### config.mk
export PLATFORM = sky130hd
export DESIGN_NAME = ahbl_gf_sram_ctrl
export DESIGN_NICKNAME = d
export VERILOG_FILES = /design/src/rtl/ahbl_gf_sram_ctrl_pkg.sv /design/src/rtl/ahbl_gf_sram_ctrl.sv
export SDC_FILE = /design/constraint.sdc
export NUM_CORES = 1
export LEC_CHECK = 0
export ABC_AREA = 1
export ABC_CLOCK_PERIOD_IN_PS = 2800
export BUFFER_PORTS_ARGS = -buffer_cell sky130_fd_sc_hd__buf_2
export CELL_PAD_IN_SITES_DETAIL_PLACEMENT = 0
export CELL_PAD_IN_SITES_GLOBAL_PLACEMENT = 1
export CORE_MARGIN = 2
export CORE_UTILIZATION = 30
export DETAILED_ROUTE_END_ITERATION = 10
export PLACE_DENSITY = 0.83
export SYNTH_ARGS = -nofsm -noshare
export SYNTH_HDL_FRONTEND = slang
export SYNTH_SLANG_ARGS = --single-unit
### constraint.sdc
create_clock -name clk -period 2.8 [get_ports clk]
set_clock_uncertainty 0.2 [all_clocks]
set_input_delay 0.42 -clock clk [delete_from_list [all_inputs] [get_ports clk]]
set_output_delay 0.42 -clock clk [all_outputs]
set_load 0.02 [all_outputs]
### src/rtl/ahbl_gf_sram_ctrl_pkg.sv
// Shared encodings, SRAM geometry and byte-lane decode for the AHB-Lite
// front end of the 2 KiB GF180 SRAM bank.
package ahbl_gf_sram_ctrl_pkg;

    typedef enum logic [1:0] {
        HTRANS_IDLE   = 2'b00,
        HTRANS_BUSY   = 2'b01,
        HTRANS_NONSEQ = 2'b10,
        HTRANS_SEQ    = 2'b11
    } htrans_t;

    localparam logic [2:0] HSIZE_BYTE = 3'd0;
    localparam logic [2:0] HSIZE_HALF = 3'd1;
    localparam logic [2:0] HSIZE_WORD = 3'd2;

    localparam int SRAM_DEPTH = 512;
    localparam int N_LANES    = 4;
    localparam int SRAM_AW    = $clog2(SRAM_DEPTH);

    function automatic logic [N_LANES-1:0] lane_mask(input logic [2:0] size,
                                                     input logic [1:0] addr);
        logic [N_LANES-1:0] m;
        case (size)
            HSIZE_BYTE: m = 4'b0001 << addr;
            HSIZE_HALF: m = addr[1] ? 4'b1100 : 4'b0011;
            HSIZE_WORD: m = 4'b1111;
            default:    m = 4'b0000;
        endcase
        return m;
    endfunction

    function automatic logic [31:0] mask_to_bits(input logic [N_LANES-1:0] m);
        return {{8{m[3]}}, {8{m[2]}}, {8{m[1]}}, {8{m[0]}}};
    endfunction

endpackage

### src/rtl/ahbl_gf_sram_ctrl.sv
// Zero-wait-state AHB-Lite subordinate driving four byte-wide 512x8 macros;
// a one-entry write buffer defers writes that collide with a read address phase.
module ahbl_gf_sram_ctrl
    import ahbl_gf_sram_ctrl_pkg::*;
#(
    parameter int W_ADDR = 32
) (
    input  logic              clk,
    input  logic              rst,
    input  logic              ahbls_hready,
    output logic              ahbls_hready_resp,
    output logic              ahbls_hresp,
    input  logic [W_ADDR-1:0] ahbls_haddr,
    input  logic              ahbls_hwrite,
    input  logic [1:0]        ahbls_htrans,
    input  logic [2:0]        ahbls_hsize,
    input  logic [2:0]        ahbls_hburst,
    input  logic [3:0]        ahbls_hprot,
    input  logic              ahbls_hmastlock,
    input  logic [31:0]       ahbls_hwdata,
    output logic [31:0]       ahbls_hrdata,
    output logic              sram_cen,
    output logic              sram_gwen,
    output logic [31:0]       sram_wen,
    output logic [SRAM_AW-1:0] sram_a,
    output logic [31:0]       sram_d,
    input  logic [31:0]       sram_q
);

    logic                 aph_vld_s;
    logic                 aph_read_s;
    logic                 aph_write_s;
    logic [SRAM_AW-1:0]   aph_addr_s;
    logic [N_LANES-1:0]   aph_mask_s;
    logic                 unused_s;

    logic                 dph_write_q, dph_write_d;
    logic [SRAM_AW-1:0]   dph_addr_q,  dph_addr_d;
    logic [N_LANES-1:0]   dph_mask_q,  dph_mask_d;
    logic                 wbuf_vld_q,  wbuf_vld_d;
    logic [SRAM_AW-1:0]   wbuf_addr_q, wbuf_addr_d;
    logic [N_LANES-1:0]   wbuf_mask_q, wbuf_mask_d;
    logic [31:0]          wbuf_data_q, wbuf_data_d;
    logic [N_LANES-1:0]   fwd_mask_q,  fwd_mask_d;

    // Gating with rst keeps the macros deselected while reset is held.
    assign aph_vld_s   = ~rst & ahbls_hready &
                         ((htrans_t'(ahbls_htrans) == HTRANS_NONSEQ) ||
                          (htrans_t'(ahbls_htrans) == HTRANS_SEQ));
    assign aph_read_s  = aph_vld_s & ~ahbls_hwrite;
    assign aph_write_s = aph_vld_s &  ahbls_hwrite;
    assign aph_addr_s  = ahbls_haddr[SRAM_AW+1:2];
    assign aph_mask_s  = lane_mask(ahbls_hsize, ahbls_haddr[1:0]);

    assign unused_s = ^{ahbls_hburst, ahbls_hprot, ahbls_hmastlock,
                        ahbls_haddr[W_ADDR-1:SRAM_AW+2]};

    assign ahbls_hready_resp = 1'b1;
    assign ahbls_hresp       = 1'b0;

    assign ahbls_hrdata = (sram_q      & ~mask_to_bits(fwd_mask_q)) |
                          (wbuf_data_q &  mask_to_bits(fwd_mask_q));

    // SRAM port arbitration, write-buffer control and read-forward selection.
    always_comb begin
        dph_write_d = aph_write_s;
        dph_addr_d  = aph_addr_s;
        dph_mask_d  = aph_mask_s;
        wbuf_vld_d  = wbuf_vld_q;
        wbuf_addr_d = wbuf_addr_q;
        wbuf_mask_d = wbuf_mask_q;
        wbuf_data_d = wbuf_data_q;
        fwd_mask_d  = 4'b0000;
        sram_cen    = 1'b1;
        sram_gwen   = 1'b1;
        sram_wen    = 32'hFFFF_FFFF;
        sram_a      = aph_addr_s;
        sram_d      = ahbls_hwdata;

        if (aph_read_s) begin
            sram_cen = 1'b0;
            if (dph_write_q) begin
                wbuf_vld_d  = 1'b1;
                wbuf_addr_d = dph_addr_q;
                wbuf_mask_d = dph_mask_q;
                wbuf_data_d = ahbls_hwdata;
            end else begin
                wbuf_vld_d  = wbuf_vld_q;
            end
            if (wbuf_vld_q && (wbuf_addr_q == aph_addr_s)) begin
                fwd_mask_d = wbuf_mask_q;
            end else if (dph_write_q && (dph_addr_q == aph_addr_s)) begin
                fwd_mask_d = dph_mask_q;
            end else begin
                fwd_mask_d = 4'b0000;
            end
        end else if (wbuf_vld_q) begin
            sram_cen   = 1'b0;
            sram_gwen  = 1'b0;
            sram_wen   = ~mask_to_bits(wbuf_mask_q);
            sram_a     = wbuf_addr_q;
            sram_d     = wbuf_data_q;
            wbuf_vld_d = 1'b0;
        end else if (dph_write_q) begin
            sram_cen  = 1'b0;
            sram_gwen = 1'b0;
            sram_wen  = ~mask_to_bits(dph_mask_q);
            sram_a    = dph_addr_q;
            sram_d    = ahbls_hwdata;
        end else begin
            sram_cen  = 1'b1;
            sram_gwen = 1'b1;
        end
    end

    // Data-phase, write-buffer and forwarding state.
    always_ff @(posedge clk or posedge rst) begin
        if (rst) begin
            dph_write_q <= 1'b0;
            dph_addr_q  <= 9'd0;
            dph_mask_q  <= 4'b0000;
            wbuf_vld_q  <= 1'b0;
            wbuf_addr_q <= 9'd0;
            wbuf_mask_q <= 4'b0000;
            wbuf_data_q <= 32'h0000_0000;
            fwd_mask_q  <= 4'b0000;
        end else begin
            dph_write_q <= dph_write_d;
            dph_addr_q  <= dph_addr_d;
            dph_mask_q  <= dph_mask_d;
            wbuf_vld_q  <= wbuf_vld_d;
            wbuf_addr_q <= wbuf_addr_d;
            wbuf_mask_q <= wbuf_mask_d;
            wbuf_data_q <= wbuf_data_d;
            fwd_mask_q  <= fwd_mask_d;
        end
    end

endmodule

* Yosys cells after proc, flatten, opt, wreduce, memory -nomap -nowiden *
Cells that the tools add are included.

operators by class
  $add $sub $neg = 0
  $mul = 0
  div/mod/pow operators = 0
  $lt $le $gt $ge = 0
  eq/ne operators = 7
  shifts and indexed selects = 1
  mux-type cells = 19
  bitwise logic cells = 12
  reduce and logical (&&, ||, !) cells = 5

operators with widths
  cell                                                                   count
  32-bit 2-to-1 mux                                                      5
  32-bit inverter                                                        3
  32-bit bitwise AND                                                     2
  32-bit OR                                                              1
  9-bit 2-to-1 mux                                                       3
  9-bit equality test                                                    2
  4-bit 2-to-1 mux                                                       4
  4-bit one-hot mux with 3 select lines                                  1
  1-bit 2-to-1 mux                                                       6
  1-bit bitwise AND                                                      4
  2-bit equality test, second input constant                             2
  1-bit by 2-bit << shifter with 4-bit output, first input constant      1
  3-bit by 1-bit equality test with 1-bit output, second input constant  1
  3-bit by 2-bit equality test with 1-bit output, second input constant  1
  3-bit zero test                                                        1
  1-bit logical AND                                                      2
  2-bit by 1-bit != test with 1-bit output, second input constant        1
  1-bit inverter                                                         2
  2-bit AND reduction                                                    1
  1-bit logical OR                                                       1

storage, ports and cells
  register bits after elaboration = 64
  bits in latches = 0
  memory bits (writable) = 0
  ROM bits = 0
  output and inout port bits = 109
  logic and storage cells = 52
  memories kept = 0

* Depth between registers and ports, before layout *
  depth in word-level cells = 5
  mapped depth = 9
  depth with buffers taken out = 9

* Least setup slack after synthesis *
No wires, ideal clock.

  path kind = input-to-output
  from = input port ahbls_hready
  to = output port sram_wen[10]
  data arrival time = 2122 ps
  required time = 2180 ps
  slack = 58 ps
  stages = 9
  buffers on the path = 3
  cells stage by stage = inv_1 > nor3_2 > nand2_4 > nand2_4 > inv_2 > buf_6 > buf_6 > a32oi_1 > buf_4

on the way
  longest elaborated chain between the ends = 4

ends and longest elaborated chain
  what                             line                     source
  start, declared                  ahbl_gf_sram_ctrl.sv:10  input logic ahbls_hready,
  1-bit bitwise AND (2 in series)  ahbl_gf_sram_ctrl.sv:47  assign aph_vld_s = ~rst & ahbls_hready &
  1-bit bitwise AND                ahbl_gf_sram_ctrl.sv:50  assign aph_read_s = aph_vld_s & ~ahbls_hwrite;
  32-bit 2-to-1 mux                ahbl_gf_sram_ctrl.sv:80  if (aph_read_s) begin
  end, declared                    ahbl_gf_sram_ctrl.sv:24  output logic [31:0] sram_wen,

No other way between the ends.

* Worst setup path in the final report *
  from = register dph_write_q
  to = output port sram_wen[27]

on the way
  longest elaborated chain between the ends = 3

ends and longest elaborated chain
  what                    line                      source
  start, declared         ahbl_gf_sram_ctrl.sv:37   logic dph_write_q, dph_write_d;
  start signal, assigned  ahbl_gf_sram_ctrl.sv:128  dph_write_q <= dph_write_d;
  32-bit 2-to-1 mux       ahbl_gf_sram_ctrl.sv:104  end else if (dph_write_q) begin
  32-bit 2-to-1 mux       ahbl_gf_sram_ctrl.sv:97   end else if (wbuf_vld_q) begin
  32-bit 2-to-1 mux       ahbl_gf_sram_ctrl.sv:80

No other way between the ends.

==> run_results.csv <==
group,metric,value,unit
clock_tree,ctsRootBufferMaster,"clkbuf_16",
clock_tree,cts_buffer_depth,2,
detailed_routing,dr.pass1.iters,4,
setup_path,criticalPathCategory,"reg2out",
timing,postLayoutSetupSlackWorst,0.3431,ns
clock_tree,cts_tree,"yes",
floorplan,fp-row-count,41,
synthesis,synth_top_family_by_area,"simple AND/OR/NAND/NOR gates",
power,switching_power,681.6,µW
timing,setup_violations,0,
detailed_routing,wirelength,10260,µm
detailed_routing,vias_per_cell,4.324,
synthesis,ys_ff_latch,64,
placement,hpwlAfterDp,7756,µm
placement,place.gp.congestion,0.8353,
detailed_routing,routedWlPerCell,12.26,µm
setup_path,rrSetupSlack,1.06,ns
placement,placed_cell_area,0.004778,mm²
power,p_comb_frac,0.160,
power,swShare,0.2651,
power,finalPower,2571,µW
power,clockPowerShare,0.435,
timing,hold_violations,0,
synthesis,synthSimpleGateAreaFrac,0.1688,
outcome,outcome,"complete, no violations",
cells_and_area,fin_area,0.005089,mm²
setup_path,crit_fanout,8,
synthesis,synth_xor_area_frac,0.01128,
setup_path,crit_path_start_kind,"register",
synthesis,yosys.area_share.adder,0,
timing,hold_ws,0.03009,ns
floorplan,die_w,117.8,µm
clock_tree,cts_hold_buf,1,
global_route,overflow,0,
run,max_cap_viol_count,0,
setup_path,crit_path_end_kind,"output pin",
clock_tree,clk_pin_slew,0.05,ns
global_route,grt_pass1_vias,3413,
global_route,grt_antenna_before_repair,0,
synthesis,syn_area_per_cell,7.737,µm²
floorplan,core-area,0.01262,mm²
synthesis,synth_cell_types,27,
cells_and_area,antennaDiodeCount,0,
floorplan,die_area,0.01387,mm²
global_route,grt_usage,0.1467,
timing,maxClockFrequency,407.0,MHz
synthesis,yosys_warnings,0,
min_path,min_path_type,"in2reg",
timing,tightest_slew,0.7985,ns
clock_tree,htree_levels,3,
power,p_seq_frac,0.405,
floorplan,initial_utilization,0.3078,
detailed_routing,first_iter_violations,146,
timing,grt_setup_unrepaired,"no",
global_route,grt_max_degree,89,
setup_path,required,2.18,ns
power,p_leak,0.002661,µW
detailed_routing,drc,0,
detailed_routing,route.antenna.remaining_nets,0,
synthesis,syn-num-nets,615,
timing,fin_crit_sh,0.8775,
clock_tree,cts_setup_buffers,0,
clock_tree,ctsResizeCount,0,
timing,finalSetupTns,0,ns
synthesis,synth-seq-area-share,0.4124,
timing,fin_crit,2.457,ns
timing,final_max_slew_viol_count,0,
cells_and_area,syn_to_final_growth,31.02,%
cells_and_area,final_layout_size_suffix_gt1_frac,0.3774,
power,p_per_area,505.3,mW/mm²
placement,port_buffers,189,
synthesis,synth.cell_area,0.003884,mm²
synthesis,muxShareOfSynthArea,0.08988,
global_route,grt_pass1_wl,16510,µm
detailed_routing,dr_total_vias,3619,
power,cell_internal_pwr,1889,µW
cells_and_area,fin_nets,773,
clock_tree,numCtsBuffers,9,
synthesis,syn_inst,502,
placement,pre_cts_ws,0.3329,ns
floorplan,ios,222,
setup_path,crit_arrival,1.84,ns
power,ir_drop,0.0002662,V
floorplan,dieHeight,117.8,µm
timing,slew_headroom,0.4677,
clock_tree,cts.sinks,64,
clock_tree,clk_latency,0.33,ns
synthesis,synth_compound_gate_area_share,0.1559,
power groups by stage:
stage	sequential (µW)	clock, µW	combinational (µW)
after global routing	1050	1210	458
after floorplan	1040	0	263
after global placement	1050	0	407
after CTS	1040	1160	417
after detailed placement	1060	0	415
final	1040	1120	412
cell usage in the layout, fill, tap and decap left out, drive strengths merged, types with 3 or more instances in the layout:
cell type,count
dfrtp,64
nor3,3
nor2,32
mux2,31
clkbuf,13
xor2,3
a21oi,17
nand3,8
inv,71
nand2,119
buf,197
a32oi,3
o21ai,90
a22oi,3
final cells by class:
cell class | instances | area (µm²)
fillers | 1332 | 7531
multi-input cells | 316 | 1662
flip-flops and latches | 64 | 1602
repair buffers | 198 | 1041
inverters | 71 | 269.0
clock buffers | 13 | 260.3
well taps | 172 | 215.2
clock inverters | 3 | 40.04
cell usage after synthesis:
| cell | n | share of area |
|---|---|---|
| o22ai_1 | 2 | 0.0032 |
| o21ai_2 | 1 | 0.0023 |
| nor2_1 | 32 | 0.031 |
| mux2_2 | 31 | 0.090 |
| a22oi_2 | 1 | 0.0032 |
| o21ai_0 | 68 | 0.088 |
| nand3_1 | 8 | 0.010 |
| a22oi_1 | 2 | 0.0039 |
| nor3_2 | 1 | 0.0026 |
| conb_1 | 2 | 0.0019 |
| inv_4 | 1 | 0.0016 |
| nand2_4 | 3 | 0.0087 |
| xor2_1 | 3 | 0.0068 |
| nor4_1 | 1 | 0.0016 |
| buf_6 | 6 | 0.017 |
| inv_1 | 69 | 0.067 |
| nor3_1 | 2 | 0.0026 |
| inv_2 | 1 | 0.00097 |
| buf_2 | 2 | 0.0026 |
| o21ai_1 | 21 | 0.027 |
| dfrtp_1 | 64 | 0.41 |
| nand2_1 | 116 | 0.11 |
| a21oi_1 | 17 | 0.022 |
| a32oi_1 | 3 | 0.0068 |
| buf_4 | 30 | 0.058 |
| clkbuf_1 | 13 | 0.013 |
| xnor2_1 | 2 | 0.0045 |
registers in the layout, indices dropped and copies added (netlist names):
register,cells
wbuf_addr_q,9
dph_addr_q,9
dph_mask_q,4
wbuf_mask_q,4
wbuf_data_q,32
dph_write_q,1
wbuf_vld_q,1
fwd_mask_q,4
worst paths after layout:
| check | startpoint | end | depth (start not counted) |
|---|---|---|---|
| max | dph_write_q | sram_wen[27] | 6 |
| min | ahbls_haddr[7] | dph_addr_q[5] | 1 |
| max reg2reg | dph_write_q | wbuf_data_q[6] | 2 |
| min reg2reg | wbuf_data_q[7] | wbuf_data_q[7] | 2 |
| max in group asynchronous | rst | wbuf_data_q[8] | 4 |
| min in group asynchronous | rst | dph_addr_q[5] | 3 |
metal layers:
layer	global-route usage	up-vias	routed length [µm]
met4	0.04593	0	120
met5	0	-	0
met1	0.1800	1597	4567
met2	0.2515	120	4958
met3	0.03828	12	616
li1	-	1890	-
cell families (layout without fill, tap and decap cells):
group,after synthesis,count (layout)
compound gates,115,115
xor+xnor,5,5
buf+inv,122,285
flops,64,64
mux,31,31
other cells,2,2
simple gates,163,163
stage by stage:
step	std cells	utilization
after global placement	820	0.3786
after detailed placement	820	0.3786
after global routing	837	0.4032
final	837	0.4032
after CTS	837	0.4032
after floorplan	502	-
critical path, stage by stage, from the launching register on:
cell	delay (ns)
dfrtp_1	0.49
inv_1	0.12
nor2_1	0.06
nand2_1	0.14
inv_1	0.15
a22oi_2	0.32
buf_2	0.23
Power figures use the tool's default switching activity.
